**config.mk**
```make
export PLATFORM = sky130hd
export DESIGN_NAME = riscv_bpu
export DESIGN_NICKNAME = d
export VERILOG_FILES = /design/src/rtl/riscv_bpu_pkg.sv /design/src/rtl/riscv_bpu_sat2.sv /design/src/rtl/riscv_bpu.sv
export SDC_FILE = /design/constraint.sdc
export NUM_CORES = 2
export LEC_CHECK = 0
export BUFFER_PORTS_ARGS = -buffer_cell sky130_fd_sc_hd__buf_2
export CORE_UTILIZATION = 25
export DETAILED_ROUTE_END_ITERATION = 7
export SKIP_LAST_GASP = 1
export SLEW_MARGIN = 20
export SYNTH_ARGS = -nofsm -noshare
export SYNTH_HDL_FRONTEND = slang
export SYNTH_MEMORY_MAX_BITS = 65536
export SYNTH_SLANG_ARGS = --single-unit
```
**constraint.sdc**
```tcl
create_clock -name i_riscv_bpu_clk -period 6.1 [get_ports i_riscv_bpu_clk]
set_clock_uncertainty 0.15 [all_clocks]
set_input_delay 0.61 -clock i_riscv_bpu_clk [delete_from_list [all_inputs] [get_ports i_riscv_bpu_clk]]
set_output_delay 0.61 -clock i_riscv_bpu_clk [all_outputs]
set_load 0.01 [all_outputs]
```
**src/rtl/riscv_bpu_pkg.sv**
```systemverilog
// rtl/riscv_bpu_pkg.sv - shared encodings and PC field helpers for the branch predictor
package riscv_bpu_pkg;

    typedef enum logic [1:0] {
        CTR_SNT = 2'b00,
        CTR_WNT = 2'b01,
        CTR_WT  = 2'b10,
        CTR_ST  = 2'b11
    } ctr_e;

    localparam ctr_e CTR_RST = CTR_WNT;

    typedef enum logic {
        ST_INIT = 1'b0,
        ST_RUN  = 1'b1
    } state_e;

    // Word-aligned PC: bits [1:0] never take part in indexing or tagging.
    function automatic logic [63:0] pc_index(input logic [63:0] pc, input int idx_w);
        return (pc >> 2) & ((64'd1 << idx_w) - 64'd1);
    endfunction

    function automatic logic [63:0] pc_tag(input logic [63:0] pc, input int idx_w, input int tag_w);
        return (pc >> (idx_w + 2)) & ((64'd1 << tag_w) - 64'd1);
    endfunction

endpackage

```
**src/rtl/riscv_bpu_sat2.sv**
```systemverilog
// rtl/riscv_bpu_sat2.sv - 2-bit saturating counter next-state
module riscv_bpu_sat2
    import riscv_bpu_pkg::*;
(
    input  logic [1:0] ctr,
    input  logic       taken,
    output logic [1:0] ctr_next
);

    always_comb begin
        ctr_next = ctr;
        if (taken && ctr != CTR_ST) begin
            ctr_next = ctr + 2'd1;
        end else if (!taken && ctr != CTR_SNT) begin
            ctr_next = ctr - 2'd1;
        end
    end

endmodule

```
**src/rtl/riscv_bpu.sv**
```systemverilog
// rtl/riscv_bpu.sv - direct-mapped 2-bit counter predictor with tagged BTB and clear sweep
module riscv_bpu
    import riscv_bpu_pkg::*;
#(
    parameter int DEPTH = 64,
    parameter int TAG_W = 10
) (
    input  logic        i_riscv_bpu_clk,
    input  logic        i_riscv_bpu_rst_n,
    input  logic        i_riscv_bpu_flush,
    input  logic [63:0] i_riscv_bpu_pc,
    output logic        o_riscv_bpu_taken,
    output logic [63:0] o_riscv_bpu_target,
    output logic        o_riscv_bpu_ready,
    input  logic        i_riscv_bpu_upd_valid,
    input  logic [63:0] i_riscv_bpu_upd_pc,
    input  logic        i_riscv_bpu_upd_taken,
    input  logic [63:0] i_riscv_bpu_upd_target
);

    localparam int IDX_W = $clog2(DEPTH);

    state_e             state;
    logic [IDX_W-1:0]   clr_idx;

    logic [1:0]         ctr_q [DEPTH];
    logic [DEPTH-1:0]   val_q;
    logic [TAG_W-1:0]   tag_q [DEPTH];
    logic [63:0]        tgt_q [DEPTH];

    logic [IDX_W-1:0]   idx;
    logic [TAG_W-1:0]   tag;
    logic [IDX_W-1:0]   upd_idx;
    logic [TAG_W-1:0]   upd_tag;
    logic [1:0]         ctr_next;
    logic               sweep_we;
    logic               upd_we;
    logic               hit;

    assign idx     = IDX_W'(pc_index(i_riscv_bpu_pc, IDX_W));
    assign tag     = TAG_W'(pc_tag(i_riscv_bpu_pc, IDX_W, TAG_W));
    assign upd_idx = IDX_W'(pc_index(i_riscv_bpu_upd_pc, IDX_W));
    assign upd_tag = TAG_W'(pc_tag(i_riscv_bpu_upd_pc, IDX_W, TAG_W));

    assign o_riscv_bpu_ready = (state == ST_RUN);

    assign sweep_we = (state == ST_INIT) && !i_riscv_bpu_flush;
    assign upd_we   = i_riscv_bpu_upd_valid && o_riscv_bpu_ready && !i_riscv_bpu_flush;

    // Lookup reads only registered state, so a same-cycle update is seen next cycle.
    assign hit                = o_riscv_bpu_ready && val_q[idx] && (tag_q[idx] == tag) && ctr_q[idx][1];
    assign o_riscv_bpu_taken  = hit;
    assign o_riscv_bpu_target = hit ? tgt_q[idx] : 64'd0;

    riscv_bpu_sat2 u_sat2 (
        .ctr      (ctr_q[upd_idx]),
        .taken    (i_riscv_bpu_upd_taken),
        .ctr_next (ctr_next)
    );

    always_ff @(posedge i_riscv_bpu_clk or negedge i_riscv_bpu_rst_n) begin
        if (!i_riscv_bpu_rst_n) begin
            state   <= ST_INIT;
            clr_idx <= '0;
        end else if (i_riscv_bpu_flush) begin
            state   <= ST_INIT;
            clr_idx <= '0;
        end else if (state == ST_INIT) begin
            clr_idx <= clr_idx + 1'b1;
            if (clr_idx == IDX_W'(DEPTH - 1)) begin
                state <= ST_RUN;
            end
        end
    end

    // Table storage carries no reset; the sweep establishes counters and valid bits.
    always_ff @(posedge i_riscv_bpu_clk) begin
        if (sweep_we) begin
            ctr_q[clr_idx] <= CTR_RST;
            val_q[clr_idx] <= 1'b0;
        end else if (upd_we) begin
            ctr_q[upd_idx] <= ctr_next;
            if (i_riscv_bpu_upd_taken) begin
                val_q[upd_idx] <= 1'b1;
                tag_q[upd_idx] <= upd_tag;
                tgt_q[upd_idx] <= i_riscv_bpu_upd_target;
            end
        end
    end

endmodule

```
# [Word-level counts from Yosys, hierarchy flattened]
# Memory sizes are Yosys's and may differ from the RTL's.
# Index checks and enable logic that the tools add are counted.
[word_totals] reg_bits=71 elab_cells=68 out_inout_bits=66 ram_bits=4864 mem_count=3
[classes] n_addsub=3 n_mux=29 magnitude_cmp=5 reduce_logical=17 bitwise=4 eq_ne=4
[memory_table] name="tgt_q" words=64 width=64 rd=1 rd_clocked_by_memory_dff=0 write_ports=1 line_no="riscv_bpu.sv:29" rtl="logic [63:0] tgt_q [DEPTH];"
[memory_table] name="tag_q" words=64 width=10 rd=1 rd_clocked_by_memory_dff=0 write_ports=1 line_no="riscv_bpu.sv:28" rtl="logic [TAG_W-1:0] tag_q [DEPTH];"
[memory_table] name="ctr_q" words=64 width=2 rd=2 rd_clocked_by_memory_dff=0 write_ports=1 line_no="riscv_bpu.sv:26" rtl="logic [1:0] ctr_q [DEPTH];"
[ops] op="2-to-1 mux 64 bit" n=4
[ops] op="AND 64 bit" n=1
[ops] op="NOT 64 bit" n=1
[ops] op="OR 64 bit" n=1
[ops] op="< comparator 6 x 7 -> 1 bit (second input constant)" n=3
[ops] op="2-to-1 mux 6 bit" n=3
[ops] op="2-to-1 mux 1 bit" n=16
[ops] op="demux 1 bit (select 6 bit)" n=2
[ops] op=">= comparator 6 x 1 -> 1 bit (second input constant)" n=2
[ops] op="== test 10 bit" n=1
[ops] op="logical AND 1 bit" n=10
[ops] op="adder 6 x 1 -> 6 bit (second input constant)" n=1
[ops] op="binary-select mux 1 bit (select 6 bit)" n=1
[ops] op="== test 6 bit (second input constant)" n=1
[ops] op="2-to-1 mux 2 bit" n=3
[ops] op="nonzero test 2 bit" n=3
[ops] op="inequality test 2 bit (second input constant)" n=2
[ops] op="adder 2 x 1 -> 2 bit (second input constant)" n=1
[ops] op="zero test 1 bit" n=2
[ops] op="AND reduction 2 bit" n=1
[ops] op="OR reduction 2 bit" n=1
[ops] op="subtractor 2 x 1 -> 2 bit (second input constant)" n=1
[ops] op="NOT 1 bit" n=1

# [Depth between registers and ports, before layout]
[depth] ltp_word=8 ltp_mapped=17

# [Cells and area by module]
# From an unflattened synthesis, not the netlist that was laid out.
[hier_totals] cells_unflattened=7847 area_unflattened_um2=189711.9
[modules_own_cells] module="riscv_bpu" cells_each=7840 area_each_um2=189651.9 n_inst=1
[modules_own_cells] module="riscv_bpu_sat2" cells_each=7 area_each_um2=60.1 n_inst=1

# [Worst setup path before layout]
# No wires, ideal clock.
[synth_timing] path_type="input -> register" from="input i_riscv_bpu_upd_pc[4]" to="memory ctr_q[0][1], data pin" slack_ps=733 stages=13 setup_time_ps=548 arrival_ps=4669 cell_sequence="clkbuf_1 > nor2b_1 > and2_1 > clkbuf_1 > clkbuf_1 > a22oi_1 > nand4_1 > a22oi_1 > and4_1 > ha_1 > nor2b_1 > a211o_1 > a21oi_1"
[synth_via] elab_chain_len=6
[synth_rtl] item="from (decl)" line_no="riscv_bpu.sv:16" rtl="input logic [63:0] i_riscv_bpu_upd_pc,"
[synth_rtl] item="memory (64 x 2 bit) *"
[synth_rtl] item="branches (longest 3 deep; another with subtractor 2 x 1 -> 2 bit)"
[synth_rtl] item="2-to-1 mux 2 bit *" line_no="riscv_bpu_sat2.sv:12" rtl="if (taken && ctr != CTR_ST) begin"
[synth_rtl] item="2-to-1 mux 2 bit (no line) *"
[synth_rtl] item="to (decl)" line_no="riscv_bpu.sv:26"
# Mark *: on every way between the ends.

# [Final worst setup path]
[layout_timing] from="memory tag_q[59][5]" to="output o_riscv_bpu_target[7]"
[layout_via] elab_chain_len=5
[layout_rtl] item="from (decl)" line_no="riscv_bpu.sv:28"
[layout_rtl] item="memory (64 x 10 bit)"
[layout_rtl] item="== test 10 bit" line_no="riscv_bpu.sv:51" rtl="assign hit = o_riscv_bpu_ready && val_q[idx] && (tag_q[idx] == tag) && ctr_q[idx][1];"
[layout_rtl] item="logical AND 1 bit (2 in series)" line_no="riscv_bpu.sv:51"
[layout_rtl] item="2-to-1 mux 64 bit" line_no="riscv_bpu.sv:53" rtl="assign o_riscv_bpu_target = hit ? tgt_q[idx] : 64'd0;"
[layout_rtl] item="to (decl)" line_no="riscv_bpu.sv:13" rtl="output logic [63:0] o_riscv_bpu_target,"
# No other way between the ends.

==> out/metrics.csv <==
stage,metric,value,unit
run_status,status,"finished, final reports clean",
die,io pins,263,
setup_path,cell with the largest stage delay on the worst path,a2111oi_2,
synthesis,Synth Area in XOR/XNOR,0.000507,
grt,overall routing resource usage,0.140,
die,Initial Utilization,0.251,
setup_path,Crit path largest cell delay,0.58,ns
route,met1 wire length,219000,um
synthesis,fraction of the yosys area taken by sequential cells,0.780,
clocking,Root Driver,clkbuf_16,
clocking,CTS tree,yes,
sta,Setup TNS,0,ns
power_and_ir_drop,P_leak,66.8,nW
clocking,Clock transition at path regs,0.06,ns
die,Core Box Area,0.756,mm^2
setup_path,kind of critical path,register to output port,
sta,Max Freq,170,MHz
worst_hold_path,worst hold path startpoint,i_riscv_bpu_upd_target[30],
setup_path,cell mode on critical path,buf_4,
setup_path,crit end category,output port,
synthesis,largest family of logic cells by synthesized area,multiplexers,
sta,worst relative slew slack,0.147,
cells_and_area,area of the multi-input gates,0.0402,mm^2
route,wire length on met3,46100,um
synthesis,syn_area_per_cell,23.6,um^2
setup_path,Reg2Reg Capture Point,tgt_q[17][13],
cells_and_area,sequential cell area,0.148,mm^2
grt,largest net degree at the start of global routing,101,
clocking,H-tree levels,6,
die,Die ar.,0.763,mm^2
synthesis,Post-Syn Instances,8029,
power_and_ir_drop,Internal Power,55.6,mW
clocking,Post-CTS Setup Bufs,0,
die,die height,873,um
sta,RSZ-0062 raised after global routing,false,
clocking,CTS Buffer Depth,4,
grt,vias in the first global route,92700,
setup_path,CP Max Fanout,16,
route,Vias,92800,
sta,Slew @ Worst Pin,1.28,ns
synthesis,Synthesis Warnings,0,
setup_path,RR Startpoint,o_riscv_bpu_ready,
synthesis,simple logic cell fraction of the synthesized area,0.0161,
power_and_ir_drop,Seq pwr share,0.527,
clocking,worst-skew pair later-pin latency,1.05,ns
route,DR pass1 iterations,6,
sta,final hold vios,0,
sta,fin crit share,0.962,
route,initial DRC count,13300,
placed_design,routability cong.,0.810,
power_and_ir_drop,Logic pwr share,0.045,
cells_and_area,synthesis-to-finish area growth,17.0,%
cells_and_area,fillers,72600,
grt,GRT Residual Overflow,0,
setup_path,reg2reg path depth,6,
sta,Final min period,5.87,ns
synthesis,Synth Area in Adders,0.000198,
setup_path,Startpoint Class,register,
route,drt drc,0,
grt,initial antenna violation count,93,
synthesis,"FFs w/ async S/R, synth",0.00142,
sta,Final setup viols,0,
synthesis,post-synth net total,8229,
setup_path,crit path DAT,5.11,ns
sta,Final Slew Violations,0,
power_and_ir_drop,Sw Ratio,0.215,
setup_path,CP cell instances,"mux4_2, nand2b_1, a32o_1, a211o_1, a2111oi_2, xnor2_2, buf_12, buf_4, a21oi_1, nor4b_2, buf_4, buf_2",
power_and_ir_drop,total power draw,70.8,mW
synthesis,number of flops mapped to enable cells by yosys,4928,
power_and_ir_drop,Sw Pwr,15.2,mW
route,routed len/inst,29.1,um
cells_and_area,Final Util,0.294,
placed_design,placed wire-length estimate,278000,um
power_and_ir_drop,Max rail drop VDD,338,uV
route,routed wl met2,273000,um
clocking,clock sink total,4935,
setup_path,Setup crit end,o_riscv_bpu_target[7],
synthesis,multiplexer area fraction after synthesis,0.171,
clocking,CTS buffer count,520,
job,max-cap violations,0,
synthesis,Yosys cell types,75,
power_and_ir_drop,clock power share,0.427,
setup_path,Crit path required time,5.34,ns
die,Die Wd,873,um
setup_path,flop2flop setup slack,1.50,ns
cells_and_area,"Net count, final",8795,
placed_design,Port Buffers,166,
synthesis,dominant synthesized flop cell,edfxtp_1,
synthesis,mapped cell area,0.190,mm^2
route,Top Layer Used,met5,
route,post-route ant nets,0,
sta,hold_ws,0.00541,ns
synthesis,Yosys reg bits,4935,
setup_path,start point of the critical path,tag_q[59][5],
route,drt total wl,557000,um
route,Via density,4.84,
grt,first-pass GRT wire length,762000,um
worst_hold_path,Hold Crit Class,input port to register,
die,# rows,319,
synthesis,complex-gate fraction of the synthesized area,0.0204,
cells_and_area,share of layout cells above drive strength 1,0.302,
power_and_ir_drop,Pwr Density,319,mW/mm^2
per-layer routing:
metal	track usage	vias to the layer above
li1	-	36100
met1	0.187	51000
met2	0.235	4827
met3	0.0234	937
met4	0.0432	32
met5	0	-
placed cells by master, fill, tap and decap left out, types with 30 or more instances in the layout:
cell type	count
nor4b_2	58
a21oi_1	205
clkinv_2	71
buf_4	208
clkbuf_16	529
nor2_1	122
nand3_1	36
buf_12	125
mux4_2	1393
buf_2	152
o21ai_0	30
a22oi_1	229
diode_2	69
clkinv_1	108
clkbuf_1	133
nand2_1	84
nor2_4	66
mux2i_1	105
edfxtp_1	4928
state kept, by name, indices dropped and copies added (netlist names):
| signal | cells |
|---|---|
| clr_idx | 6 |
| ctr_q | 128 |
| o_riscv_bpu_ready | 1 |
| tag_q | 640 |
| tgt_q | 4096 |
| val_q | 64 |
cell usage after synthesis, drive strengths merged (6+ instances only):
master   instances  share of area
o221ai           8        0.00037
buf            246         0.0068
mux4          1393           0.17
o2111ai          7        0.00032
nand2b          15        0.00049
o211ai          13        0.00051
inv              8        0.00016
dfrtp            7        0.00092
a211oi           9        0.00036
a311oi           7        0.00032
nor2b           28        0.00092
and3            19        0.00063
a2111oi          7        0.00039
clkbuf         213         0.0042
mux2i          105         0.0055
o21ai           33        0.00087
nand4           29        0.00096
a21oi          206         0.0054
nor4b           64         0.0049
mux2             8        0.00047
a31oi           20        0.00066
nor3            12        0.00032
o22ai           10        0.00033
a22oi          229         0.0091
and2            11        0.00036
nor2           192         0.0038
edfxtp        4928           0.78
a22o             6        0.00028
nand3           36        0.00095
nand2           85         0.0017
a221oi           6        0.00028
xor2             7        0.00032
critical path: cells and delay by family, from the launching register on:
family / cells / cell delay, ns
AOI/OAI and AO/OA: 4 / 1.66
xor gates and xnor gates: 1 / 0.20
buffers and inverters: 4 / 0.82
DFF: 1 / 0.37
muxes: 1 / 0.49
and+or+nand+nor: 2 / 0.49
power by group through the flow:
stage	clock (mW)	combinational, mW	sequential (mW)
final	30.3	3.20	37.3
after floorplan	0	1.83	38.0
after CTS	30.7	3.22	37.3
after global routing	31.9	3.38	37.3
after detailed placement	0	3.21	38.1
after global placement	0	3.17	38.1
cell type report:
type                    instances  area share
clock buffers                 662      0.0618
multi-input cells            2625       0.181
diodes                         69    0.000777
repair buffers                503      0.0226
inverters                      10    0.000203
flip-flops and latches       4935       0.667
well taps                   10100      0.0569
clock inverters               257      0.0102
repair_timing:
action,4_1_cts,5_1_grt
hold buffers,3,13
endpoints found under the hold margin,14,252
gates resized for setup,0,0
how the worst min path moves through the flow:
stage          depth (start not counted)                end  slack (ns)
3_3_place_gp                           1  o_riscv_bpu_ready        0.31
3_5_place_dp                           1  o_riscv_bpu_ready        0.31
5_1_grt                                1      tgt_q[13][30]       0.006
2_1_floorplan                          0         clr_idx[0]        0.16
4_1_cts                                5           val_q[3]        0.06
6_report                               1       tgt_q[9][30]       0.005
logic make-up (layout without fill, tap and decap cells):
logic type	Yosys count	in the layout
fa+ha+maj	3	3
mux	1506	1506
xor+xnor	11	11
simple gates	517	517
compound gates	588	588
flops	4935	4935
buf+inv	469	1432
other cells	0	69
metrics by stage:
stage          setup WS [ns]  instances  area (um^2)
3_5_place_dp           0.158      18200       206000
5_1_grt               0.0149      19200       222000
3_3_place_gp           0.158      18200       206000
2_1_floorplan          0.733       8029       190000
6_report               0.233      19200       222000
4_1_cts              0.00172      19100       222000
Power figures use the tool's default switching activity.
